$ cat config.mk
export PLATFORM = sky130hd
export DESIGN_NAME = text_write_ctrl
export DESIGN_NICKNAME = d
export VERILOG_FILES = /design/src/rtl/text_write_ctrl.sv
export SDC_FILE = /design/constraint.sdc
export NUM_CORES = 1
export LEC_CHECK = 0
export CORE_MARGIN = 2
export CORE_UTILIZATION = 55
export CTS_CLUSTER_SIZE = 25
export DETAILED_ROUTE_END_ITERATION = 16
export PLACE_DENSITY = 0.81
export SYNTH_ARGS = -nofsm -noshare
export SYNTH_HDL_FRONTEND = slang
export SYNTH_SLANG_ARGS = --single-unit
$ cat constraint.sdc
create_clock -name clk -period 6.68 [get_ports clk]
set_clock_uncertainty 0.2 [all_clocks]
set_input_delay 1.336 -clock clk [delete_from_list [all_inputs] [get_ports clk]]
set_output_delay 1.336 -clock clk [all_outputs]
set_load 0.005 [all_outputs]
$ cat src/rtl/text_write_ctrl.sv
// Character write controller for the VGA text tile memory.
// Round-robin arbitration of two character streams, cursor, row and screen clears.
module text_write_ctrl #(
    parameter int COLS   = 80,
    parameter int ROWS   = 30,
    parameter int ADDR_W = 12,
    parameter int CHAR_W = 7
) (
    input  logic              clk,
    input  logic              reset,
    input  logic              a_valid,
    input  logic [CHAR_W-1:0] a_char,
    output logic              a_ready,
    input  logic              b_valid,
    input  logic [CHAR_W-1:0] b_char,
    output logic              b_ready,
    input  logic              clr_req,
    output logic              busy,
    output logic              we,
    output logic [ADDR_W-1:0] waddr,
    output logic [CHAR_W-1:0] wdata,
    output logic [6:0]        cur_col,
    output logic [4:0]        cur_row
);

    typedef enum logic [1:0] {
        IDLE,
        WRITE,
        ROWCLR,
        CLEAR
    } state_t;

    localparam logic [ADDR_W-1:0] COLS_A  = ADDR_W'(COLS);
    localparam logic [ADDR_W-1:0] LAST_A  = ADDR_W'(COLS * ROWS - 1);
    localparam logic [6:0]        COL_MAX = 7'(COLS - 1);
    localparam logic [4:0]        ROW_MAX = 5'(ROWS - 1);
    localparam logic [CHAR_W-1:0] C_BS    = CHAR_W'(8);
    localparam logic [CHAR_W-1:0] C_LF    = CHAR_W'(10);
    localparam logic [CHAR_W-1:0] C_CR    = CHAR_W'(13);
    localparam logic [CHAR_W-1:0] C_SP    = CHAR_W'(32);
    localparam logic [CHAR_W-1:0] C_TILDE = CHAR_W'(126);

    state_t              state_q, state_d;
    logic [6:0]          col_q, col_d;
    logic [4:0]          row_q, row_d;
    logic                pend_q, pend_d;
    logic                prio_b_q, prio_b_d;
    logic [CHAR_W-1:0]   char_q, char_d;
    logic                we_q, we_d;
    logic [ADDR_W-1:0]   waddr_q, waddr_d;
    logic [CHAR_W-1:0]   wdata_q, wdata_d;

    logic                grant_a, grant_b;
    logic [CHAR_W-1:0]   in_char;
    logic [6:0]          bs_col;
    logic [4:0]          bs_row;
    logic [4:0]          row_nx;
    logic                adv;

    function automatic logic [ADDR_W-1:0] lin(input logic [4:0] r,
                                              input logic [6:0] c);
        return ADDR_W'(r) * COLS_A + ADDR_W'(c);
    endfunction

    function automatic logic is_print(input logic [CHAR_W-1:0] c);
        return (c >= C_SP) && (c <= C_TILDE);
    endfunction

    // Grant only in IDLE with no clear pending; ties go to the one not served last.
    always_comb begin
        grant_a = reset && state_q == IDLE && !pend_q && a_valid
                  && (!b_valid || !prio_b_q);
        grant_b = reset && state_q == IDLE && !pend_q && b_valid
                  && (!a_valid || prio_b_q);
        in_char = grant_b ? b_char : a_char;
    end

    // Backspace target position and the row that follows the current one.
    always_comb begin
        bs_col = col_q;
        bs_row = row_q;
        if (col_q != 7'd0) begin
            bs_col = col_q - 7'd1;
        end else if (row_q != 5'd0) begin
            bs_col = COL_MAX;
            bs_row = row_q - 5'd1;
        end
        row_nx = (row_q == ROW_MAX) ? 5'd0 : row_q + 5'd1;
    end

    // Next-state, cursor and registered write-port logic.
    always_comb begin
        state_d  = state_q;
        col_d    = col_q;
        row_d    = row_q;
        pend_d   = pend_q | clr_req;
        prio_b_d = prio_b_q;
        char_d   = char_q;
        we_d     = 1'b0;
        waddr_d  = waddr_q;
        wdata_d  = wdata_q;
        adv      = 1'b0;
        unique case (state_q)
            IDLE: begin
                if (pend_q) begin
                    state_d = CLEAR;
                    pend_d  = clr_req;
                    we_d    = 1'b1;
                    waddr_d = '0;
                    wdata_d = C_SP;
                end else if (grant_a || grant_b) begin
                    state_d  = WRITE;
                    char_d   = in_char;
                    prio_b_d = grant_a;
                    if (is_print(in_char)) begin
                        we_d    = 1'b1;
                        waddr_d = lin(row_q, col_q);
                        wdata_d = in_char;
                    end else if (in_char == C_BS) begin
                        we_d    = 1'b1;
                        waddr_d = lin(bs_row, bs_col);
                        wdata_d = C_SP;
                    end
                end
            end
            WRITE: begin
                state_d = IDLE;
                unique case (1'b1)
                    is_print(char_q): begin
                        if (col_q == COL_MAX) adv = 1'b1;
                        else col_d = col_q + 7'd1;
                    end
                    char_q == C_CR: col_d = 7'd0;
                    char_q == C_LF: adv = 1'b1;
                    char_q == C_BS: begin
                        col_d = bs_col;
                        row_d = bs_row;
                    end
                    default: ;
                endcase
                if (adv) begin
                    col_d   = 7'd0;
                    row_d   = row_nx;
                    state_d = ROWCLR;
                    we_d    = 1'b1;
                    waddr_d = lin(row_nx, 7'd0);
                    wdata_d = C_SP;
                end
            end
            ROWCLR: begin
                if (waddr_q == lin(row_q, COL_MAX)) begin
                    state_d = IDLE;
                end else begin
                    we_d    = 1'b1;
                    waddr_d = waddr_q + ADDR_W'(1);
                    wdata_d = C_SP;
                end
            end
            CLEAR: begin
                if (waddr_q == LAST_A) begin
                    state_d = IDLE;
                    col_d   = 7'd0;
                    row_d   = 5'd0;
                end else begin
                    we_d    = 1'b1;
                    waddr_d = waddr_q + ADDR_W'(1);
                    wdata_d = C_SP;
                end
            end
            default: state_d = IDLE;
        endcase
    end

    // State, cursor and write-port registers.
    always_ff @(posedge clk or negedge reset) begin
        if (!reset) begin
            state_q  <= IDLE;
            col_q    <= 7'd0;
            row_q    <= 5'd0;
            pend_q   <= 1'b0;
            prio_b_q <= 1'b0;
            char_q   <= '0;
            we_q     <= 1'b0;
            waddr_q  <= '0;
            wdata_q  <= '0;
        end else begin
            state_q  <= state_d;
            col_q    <= col_d;
            row_q    <= row_d;
            pend_q   <= pend_d;
            prio_b_q <= prio_b_d;
            char_q   <= char_d;
            we_q     <= we_d;
            waddr_q  <= waddr_d;
            wdata_q  <= wdata_d;
        end
    end

    assign a_ready = grant_a;
    assign b_ready = grant_b;
    assign busy    = (state_q != IDLE) || pend_q;
    assign we      = we_q;
    assign waddr   = waddr_q;
    assign wdata   = wdata_q;
    assign cur_col = col_q;
    assign cur_row = row_q;

endmodule

# == Word level (Yosys, flattened, before mapping) ==
# Cells that the tools add are included.
# word_totals
ff_bits,43
inputBits,19
out_inout_bits,35
elab_cells,123
# op_classes
addsub,8
n_mul,3
magnitude_cmp,4
eq_ne,21
muxes,50
bitwise,2
n_reduce_logical,26
# op_table
operator,n
$mux W7,13
$mux W12,7
$pmux W12 S4,1
$mux W5,6
$eq A7 B4 Y1 const B,4
$pmux W7 S4,1
$add A12 B7 Y12,2
$mul A5 B3 Y8 const B,3
$pmux W7 S3,1
$ge A7 B6 Y1 const B,2
$le A7 B7 Y1 const B,2
$pmux W7 S2,1
$add A12 B1 Y12 const B,1
$add A12 B7 Y12 const B,1
$eq A12 B12 Y1,1
$eq A12 B12 Y1 const B,1
$mux W1,11
$mux W2,5
$ne A2 B2 Y1 const B,5
$pmux W5 S2,1
$reduce_and A3 Y1,3
$logic_and A1 B1 Y1,8
$pmux W2 S4,1
$add A7 B1 Y7 const B,1
other kinds (24),32

# == Longest topological paths before layout ==
# logic_depth
word_depth,12
ltp_mapped,19

# == Least setup slack after synthesis ==
# No wires, ideal clock.
# synth_timing
kind,flip-flop to flip-flop
from,reg row_q[0] (netlist: cur_row[0])
to,reg waddr_q[9] (netlist: waddr[9])
arrival_time_ns,4.336
t_required_ns,6.344
path_slack_ns,2.009
stages_incl_launch_ff,19
cell_sequence,dfrtp_1 > clkbuf_1 > inv_1 > ha_1 > nor4b_1 > and3b_1 > clkbuf_1 > o21ai_0 > inv_1 > ha_1 > ha_1 > fa_1 > o211ai_1 > nor2_1 > xnor2_1 > a211oi_1 > nand3b_1 > a2111oi_0 > nor3_1
# synth_between
elab_chain_len,10
elab_cells_between_ends,24
cone_classes,add/sub: 5; mul: 3; eq/ne: 3; mux: 11; reduce/logical: 2
# synth_lines
element,line,source
start: declaration,45,"logic [4:0] row_q, row_d;"
start signal: assignment,189,row_q <= row_d;
$sub A5 B1 Y5 or $reduce_bool A5 Y1 (tied branches),"86, 84",
$mux W5,84,end else if (row_q != 5'd0) begin
$mux W5,82,if (col_q != 7'd0) begin
$mul A5 B3 Y8,62,return ADDR_W'(r) * COLS_A + ADDR_W'(c);
$add A12 B7 Y12,62,
$mux W12,119,end else if (in_char == C_BS) begin
$mux W12,115,if (is_print(in_char)) begin
$mux W12,111,end else if (grant_a || grant_b) begin
$mux W12,105,if (pend_q) begin
$pmux W12 S4,103,unique case (state_q)
end signal: assignment,194,waddr_q <= waddr_d;
end: declaration,50,"logic [ADDR_W-1:0] waddr_q, waddr_d;"
# Parallel ways exist; a longest one is shown, timed or not. The select of a mux whose other input is x is not followed.
# A chain may end at the register's enable or synchronous reset.

# == Worst setup path in the final report ==
# Same ends and word-level chain as after synthesis.

==> metrics <==
Detail Route Antenna Nets=0; Final Net Count=595; Worst Tran Pin Value=1.13 ns; I/O Pins=54; Clk pwr share=0.367; sw power=111 µW; Crit path max-delay family=simple AND/OR/NAND/NOR gates; Post-synth top cells=dfrtp_1, nand2_1, o21ai_0; drt wl/cell=18.4 µm; hold_sp=wdata[6]; pin count of the biggest net entering global routing=47; CP endpoint kind=register; Slew Viols, Final=0; FMAX=191 MHz; Logic pwr share=0.065; Cell Chain, Critical Path=inv_1 > ha_1 > nor4b_1 > and3b_1 > o21ai_0 > inv_1 > ha_1 > ha_1 > fa_1 > o211ai_1 > nor2_1 > xnor2_1 > a211oi_1 > nand3b_1 > a2111oi_0 > nor3_1; CTS root buf=clkbuf_8; top-count cell post-synth=dfrtp_1; CTS Buffer Depth=2; Syn Nets=560; VDD IR max=70.9 µV; max-cap check violation count=0; Slew Limit Headroom=0.237; row cnt=31; clock sink count=43; Crit. Startpoint=cur_row[0]; CP max stage cell=nor4b_1; worst setup path category=reg2reg; post_cts resized=0; Multi-input gate area=2930 µm²; Yosys top cell by area=dfrtp_1; post-route cell area=4820 µm²; Initial Util=0.572; DR iter-0 viols=352; fillers=approximately 630; Area after DPL=4730 µm²; synth warn=0; hold_ws=between 0.2 and 0.3 ns; sequential share of power=0.568; top cells by area, synth=dfrtp_1, ha_1, o21ai_0; RSZ-0062 raised after global routing=no; total global-route track usage=0.287; ys flop type=dfrtp_1; post-synthesis area per instance=8.31 µm²; Ant. Diodes=0; worst path required time=6.65 ns; gr ovfl total=0; Worst-path clk slew=approximately 0.090 ns; Seq/Total Area, Yosys=0.257; critical path's most frequent cell=ha_1; core area=7330 µm²; EDFF count, synth=0; switch share=0.244; CP max stage delay=~0.74 ns; Worst-Skew Late Latency=about 0.29 ns; initial antenna violation count=0; Area Growth Syn to Fin=15.0%; vias in the first global route=slightly below 4000; share of cells above drive strength 1=0.0463; HP Class=reg2reg; global-route wire length before repair=19400 µm; internal power component=346 µW; unique cell type count in the Yosys netlist=71; Post-CTS Hold Fix Bufs=0; post-detail-place hpwl=8960 µm; final core occ=0.657; reg2reg start=cur_row[0]; synthesized instance count=between 500 and 600; Via Count=4104; PortBufs=53; minimum clock period=5.24 ns; total negative setup slack=0 ns; status=completed; Synth Cell Area=4190 µm²; period utilization=0.784; CTS tree=built; H-tree Lvls=2; Leakage=0.00212 µW; Final setup viols=0; TritonRoute pass-1 iters=5; Synth async-reset ratio=1.00; Seq. cell area=1080 µm²; Post-Route WL=11800 µm; synthesized flop and latch total=43; GP Congestion=between 0.9 and 1; CP startpoint kind=register; Post-CTS Setup Inserts=0; die height=roughly 90 µm; Final Hold Viols=0; peak fanout along the critical path=13; share of the synthesized area in the top cell type=0.257; crit path buf inv count=2; CTS Buf Count=5; pwr/cell area=94.9 nW/µm²; Die ar.=between 8000 and 9000 µm²; Chip Width=91.3 µm; Post-route DRC=0; routed vias/inst=approximately 6.4; CP arrival=5.21 ns
## cell families (layout without fill, tap and decap cells)
family,count (synthesis),in the layout,share of synthesized area
fa+ha+maj,37,37,0.119
simple gates,178,178,0.225
compound gates,146,146,0.228
flops,43,43,0.257
mux,19,19,0.0487
buf+inv,44,80,0.0445
xor+xnor,37,37,0.0773
## state kept, by name, summed over array words and instances, names as in the netlist
signal,cells
char_q,7
cur_col,7
cur_row,5
pend_q,1
prio_b_q,1
state_q,2
waddr,12
wdata,7
we,1
## worst paths after layout
kind | end | slack [ns] | cells past startpoint
max in group asynchronous | state_q[1] | 4.85 | 2
min reg2reg | wdata[6] | 0.29 | 1
max | waddr[9] | 1.44 | 16
min in group asynchronous | cur_row[0] | 1.00 | 2
min | wdata[6] | 0.29 | 1
max reg2reg | waddr[9] | 1.44 | 16
## layer usage
metal | part of all wire | vias up | global-route usage
met3 | 0.061 | 28 | 0.0274
met2 | 0.48 | 172 | 0.488
li1 | - | 1945 | -
met1 | 0.43 | 1959 | 0.380
met4 | 0.027 | 0 | 0.105
met5 | 0 | - | 0
## power groups by stage
stage	logic, µW	clock network, µW	registers, µW
final	29.7	168	260
after floorplan	7.54	0	265
after detailed placement	29.9	0	265
after global routing	32.2	179	260
after CTS	29.9	171	260
after global placement	29.1	0	265
## layout make-up
type | instances | share of cell area
multi-input cells | 417 | 0.607
clock inverters | 2 | 0.00260
inverters | 17 | 0.0138
well taps | 99 | 0.0257
repair buffers | 55 | 0.112
clock buffers | 6 | 0.0151
flip-flops and latches | 43 | 0.223
## metrics by stage
stage	instances	setup slack (ns)	power, µW
2_1_floorplan	504	2.01	273
4_1_cts	639	1.52	461
5_1_grt	639	0.915	471
3_5_place_dp	631	1.55	295
3_3_place_gp	631	1.87	294
6_report	639	1.44	457
## worst reg2reg max path: stages (launching register included)
cell and delay, ns:
dfrtp_1 0.54, inv_1 0.18, ha_1 0.22, nor4b_1 0.74, and3b_1 0.34, o21ai_0 0.44, inv_1 0.13, ha_1 0.30
ha_1 0.23, fa_1 0.55, o211ai_1 0.10, nor2_1 0.20, xnor2_1 0.16, a211oi_1 0.07, nand3b_1 0.22, a2111oi_0 0.42
nor3_1 0.10
## placed cells by master, fill, tap and decap left out, types with 3 or more instances in the layout
cell type	Yosys	routed
clkdlybuf4s50_1	0	52
dfrtp_1	43	43
nand2_1	41	41
o21ai_0	40	40
nor2_1	35	35
a21oi_1	32	32
ha_1	32	32
nand3_1	25	25
xor2_1	22	22
mux2i_1	16	16
o31ai_1	15	15
inv_1	15	15
xnor2_1	15	15
nor3_1	13	13
and3_1	9	9
a21o_1	9	9
o211ai_1	7	7
a31oi_1	7	7
a211oi_1	7	7
nor2b_1	6	6
nand4_1	6	6
or3_1	5	5
nor4_1	5	5
a211o_1	5	5
fa_1	5	5
clkbuf_8	0	5
nand2b_1	4	4
nor3b_1	4	4
nand3b_1	3	3
No activity file was read; power rests on OpenSTA's default activity.
